### config.mk
export PLATFORM = sky130hd
export DESIGN_NAME = serial_bit_feeder
export DESIGN_NICKNAME = d
export VERILOG_FILES = /design/src/rtl/serial_bit_feeder.sv
export SDC_FILE = /design/constraint.sdc
export NUM_CORES = 1
export LEC_CHECK = 0
export CAP_MARGIN = 0
export CELL_PAD_IN_SITES_DETAIL_PLACEMENT = 1
export CELL_PAD_IN_SITES_GLOBAL_PLACEMENT = 2
export CORE_UTILIZATION = 35
export DETAILED_ROUTE_END_ITERATION = 7
export DONT_BUFFER_PORTS = 1
export PLACE_DENSITY = 0.74
export SETUP_SLACK_MARGIN = 0.2
export SLEW_MARGIN = 20
export SYNTH_ARGS = -nofsm -noshare
export SYNTH_HDL_FRONTEND = slang
export SYNTH_SLANG_ARGS = --single-unit
### constraint.sdc
create_clock -name clk -period 1.7 [get_ports clk]
set_input_delay 0.17 -clock clk [delete_from_list [all_inputs] [get_ports clk]]
set_output_delay 0.17 -clock clk [all_outputs]
set_load 0.05 [all_outputs]
### src/rtl/serial_bit_feeder.sv
// Parallel-to-serial feeder for the 101 sequence detector: accepts WIDTH-bit words
// over valid/ready and streams them one bit per clock, back-to-back with no idle gap.
module serial_bit_feeder #(
  parameter int   WIDTH     = 8,
  parameter int   MSB_FIRST = 1,
  parameter logic IDLE_BIT  = 1'b0,
  parameter int   CNT_W     = 16
) (
  input  logic             clk,
  input  logic             reset,
  input  logic [WIDTH-1:0] data_in,
  input  logic             data_valid,
  output logic             data_ready,
  input  logic             abort,
  output logic             serial_out,
  output logic             serial_valid,
  output logic             frame_start,
  output logic             busy,
  output logic [CNT_W-1:0] frame_count
);

  localparam int REM_W = (WIDTH > 1) ? $clog2(WIDTH) : 1;

  typedef enum logic {IDLE, SHIFT} state_t;

  state_t           state, state_next;
  logic [WIDTH-1:0] shreg;
  logic [REM_W-1:0] rem;
  logic             accept;
  logic             last_bit;
  logic             first_bit;
  logic             next_bit;
  logic [WIDTH-1:0] load_rest;
  logic [WIDTH-1:0] shift_rest;

  // rem counts the bits still queued behind the one currently on serial_out
  assign last_bit   = (state == SHIFT) && (rem == '0);
  assign data_ready = !abort && ((state == IDLE) || (rem == '0));
  assign accept     = data_valid && data_ready;
  assign busy       = (state == SHIFT);

  generate
    if (MSB_FIRST != 0) begin : g_msb
      assign first_bit  = data_in[WIDTH-1];
      assign load_rest  = data_in << 1;
      assign next_bit   = shreg[WIDTH-1];
      assign shift_rest = shreg << 1;
    end else begin : g_lsb
      assign first_bit  = data_in[0];
      assign load_rest  = data_in >> 1;
      assign next_bit   = shreg[0];
      assign shift_rest = shreg >> 1;
    end
  endgenerate

  always_ff @(posedge clk or negedge reset) begin
    if (!reset) state <= IDLE;
    else        state <= state_next;
  end

  always_comb begin
    state_next = state;
    if (abort)         state_next = IDLE;
    else if (accept)   state_next = SHIFT;
    else if (last_bit) state_next = IDLE;
  end

  // An accept on the last-bit cycle both completes the old frame and loads the new one
  always_ff @(posedge clk or negedge reset) begin
    if (!reset) begin
      shreg        <= '0;
      rem          <= '0;
      serial_out   <= IDLE_BIT;
      serial_valid <= 1'b0;
      frame_start  <= 1'b0;
      frame_count  <= '0;
    end else begin
      frame_start <= 1'b0;
      if (abort) begin
        rem          <= '0;
        serial_out   <= IDLE_BIT;
        serial_valid <= 1'b0;
      end else if (accept) begin
        serial_out   <= first_bit;
        shreg        <= load_rest;
        rem          <= REM_W'(WIDTH - 1);
        serial_valid <= 1'b1;
        frame_start  <= 1'b1;
        if (last_bit) frame_count <= frame_count + CNT_W'(1);
      end else if (state == SHIFT) begin
        if (rem != '0) begin
          serial_out <= next_bit;
          shreg      <= shift_rest;
          rem        <= rem - REM_W'(1);
        end else begin
          serial_out   <= IDLE_BIT;
          serial_valid <= 1'b0;
          frame_count  <= frame_count + CNT_W'(1);
        end
      end
    end
  end

endmodule

==> metrics.md <==
| Metric | Value |
|---|---|
| Clock Latency Late Sink | approximately 0.28 ns |
| Clk_skew | 0.007883 ns |
| Vias in the first global route | 1216 |
| Synth Net Count | ~140 |
| Max-capacitance violation count | 0 |
| Critical Path End Type | flop |
| # clock sinks | 30 |
| Max Fclk | ~620 MHz |
| Worst Hold Class | input pin to flop |
| Final setup vio count | 0 |
| Root Driver | clkbuf_8 |
| Share of cells above drive strength 1 | 0.4750 |
| # rows | 22 |
| Status | completed |
| Routed len/inst | 18.75 um |
| Unrepaired setup endpoints after global routing | yes |
| Total GRT Usage | 0.1954 |
| Initial antenna violation count | 0 |
| CP required | 1.90 ns |
| Total congestion overflow | 0 |
| Vias | between 1000 and 1500 |
| DR iter-0 viols | 15 |
| Library cells used by synthesis | 33 |
| Seq/Total Area, Yosys | 0.5401 |
| Largest family of logic cells by synthesized area | simple AND/OR/NAND/NOR gates |
| Crit path kind | flop to flop |
| Most frequent cells in the layout | dfrtp_1, buf_4, xnor2_1 |
| LEAKAGE | 0.9010 nW |
| Setup_tns | 0 ns |
| Critical Path AT | between 1.5 and 2 ns |
| Synth Register Bits | 30 |
| Post-synthesis simple-gate area fraction | 0.1692 |
| CP Launch Type | flop |
| Syn_area_per_cell | approximately 12 um^2 |
| Total power | ~2.2 mW |
| DRT Pass-1 Iters | 3 |
| Final #Nets | 174 |
| First-pass GRT wire length | around 6.2 mm |
| Number of CTS-inserted buffers | 5 |
| Cell area after synthesis | 1390 um^2 |
| Die area | between 4000 and 5000 um^2 |
| Final period util | 0.9448 |
| IO Port Bufs | 0 |
| H-tree depth | 2 |
| # diodes | 0 |
| Largest net degree at the start of global routing | 31 |
| WL final | 3.900 mm |
| CTS tree | done |
| Number of vias per cell | approximately 5.3 |
| Area growth syn-to-layout | 44.55% |
| Mux cell area share after synthesis | 0.01530 |
| Max clock buf depth | 2 |
| Min Tclk post-route | 1.606 ns |
| Syn. warnings | 0 |
| HPWL Detailed | 2.455 mm |
| Worst-margin pin slew | ~0.57 ns |
| Final slew viol count | 0 |
| Routability cong. | roughly 0.80 |
| PwrDens | between 1000 and 1500 nW/um^2 |
| Worst-path maximum fanout | 5 |
| Post-Synth Adder-Cell Area | 0.02700 |
| Clock transition at path regs | around 0.070 ns |
| Chip height | between 60 and 70 um |
| XOR/XNOR Fraction of Synth Area | 0.09451 |
| I/O pins | 33 |
| Core area | between 3000 and 4000 um^2 |
| Die W | 65.02 um |
| Relative slew slack | 0.6208 |
| Initial core utilization | 0.3713 |
| Compound-Gate Fraction of Synth Area | 0.1188 |
| Remaining antenna violation count after routing | 0 |
| Final hold violation count | 0 |
| Max VDD drop | roughly 0.00057 V |
| Drt drc | 0 |
| Syn Inst Count | between 100 and 150 |
## worst max-delay path: stages (launching register included)
cell and delay [ns]:
dfrtp_1 0.41, inv_2 0.09, ha_4 0.16, and4bb_4 0.28
nand4_4 0.12, and4bb_2 0.32, xor2_1 0.14
## power by group
part / total [mW] / switching [mW] / internal [mW]
combinational: 0.571 / 0.326 / 0.245
sequential: 0.938 / 0.141 / 0.796
clock: 0.669 / 0.260 / 0.409
total: 2.18 / 0.728 / 1.45
## state kept, by name (all words and copies together) (netlist names)
name	cells
serial_valid	1
serial_out	1
frame_start	1
rem	3
frame_count	16
busy	1
shreg	7
## final timing paths
| check | end | cells past startpoint | slack (ns) | from |
|---|---|---|---|---|
| setup / recovery | frame_count[13]$_DFFE_PN0P_ | 6 | 0.09 | rem[1]$_DFFE_PN0P_ |
| hold / removal | shreg[1]$_DFFE_PN0P_ | 1 | 0.04 | data_in[0] |
| setup reg to reg | frame_count[13]$_DFFE_PN0P_ | 6 | 0.09 | rem[1]$_DFFE_PN0P_ |
| hold reg to reg | shreg[6]$_DFFE_PN0P_ | 1 | 0.50 | shreg[6]$_DFFE_PN0P_ |
| max in group asynchronous | frame_count[5]$_DFFE_PN0P_ | 2 | 1.19 | reset |
| min in group asynchronous | shreg[7]$_DFFE_PN0P_ | 2 | 0.33 | reset |
## cell families after synthesis
logic type	after synthesis
fa+ha+maj	3
mux	2
simple gates	38
buf+inv	11
compound gates	21
flops	30
xor+xnor	15
## synth_stat cells
master     count  area share
a211oi_1       4       0.022
a21o_1         1      0.0054
a21oi_1        1      0.0036
a22o_1         1      0.0063
a22oi_1        6       0.032
and2_1         1      0.0045
and2_2         1      0.0054
and3_1         2      0.0090
and3_2         1      0.0054
and4_2         2       0.014
and4bb_2       2       0.018
buf_2          2      0.0072
clkbuf_1       1      0.0027
clkbuf_2       1      0.0036
clkbuf_4       1      0.0054
dfrtp_1       30        0.54
ha_1           3       0.027
inv_1          6       0.016
mux2_2         1      0.0081
mux2i_1        1      0.0072
nand2_1        6       0.016
nand2b_1       1      0.0045
nand3_1        6       0.022
nand4_1        3       0.014
nand4_4        1       0.015
nor2_1         4       0.011
nor3_1         7       0.025
nor3b_1        1      0.0054
o21ai_0        1      0.0036
o21bai_2       1      0.0081
o2bb2ai_1      6       0.038
xnor2_1       12       0.076
xor2_1         3       0.019
## per-layer routing
layer	track usage	vias to the layer above	routed length (um)
li1	-	506	-
met1	0.2313	567	1620
met2	0.3516	21	2111
met3	0.04754	4	140
met4	0.04891	0	28
met5	0	-	0
## timing repair
action,in CTS,in global routing
gates resized for setup,11,18
pin swaps,7,11
hold buffers,3,0
endpoints found under the hold margin,42,0
cloned,0,1
endpoints found under the setup margin,26,25
setup buffers,5,6
## through the flow
stage	utilization	setup slack (ns)	hold WS, ns	std cells	area, um^2
finish	0.5368	0.09388	0.04102	208	2009
CTS	0.4957	0.1064	0.04749	201	1856
detailed placement	0.4352	0.01331	-0.1242	185	1629
floorplan	-	0.05926	-0.1256	120	1455
global placement	0.4352	0.08993	-0.1246	185	1629
global route	0.5368	0.01974	0.04263	208	2009
## final cells by class
| class | instances | area, um^2 |
|---|---|---|
| Tap cell | 48 | 60.06 |
| Sequential cell | 30 | 755.7 |
| Clock buffer | 8 | 110.1 |
| Fill cell | 426 | 1734 |
| Multi-Input combinational cell | 79 | 718.2 |
| Inverter | 6 | 22.52 |
| Timing Repair Buffer | 37 | 342.8 |
Power figures use the tool's default switching activity.
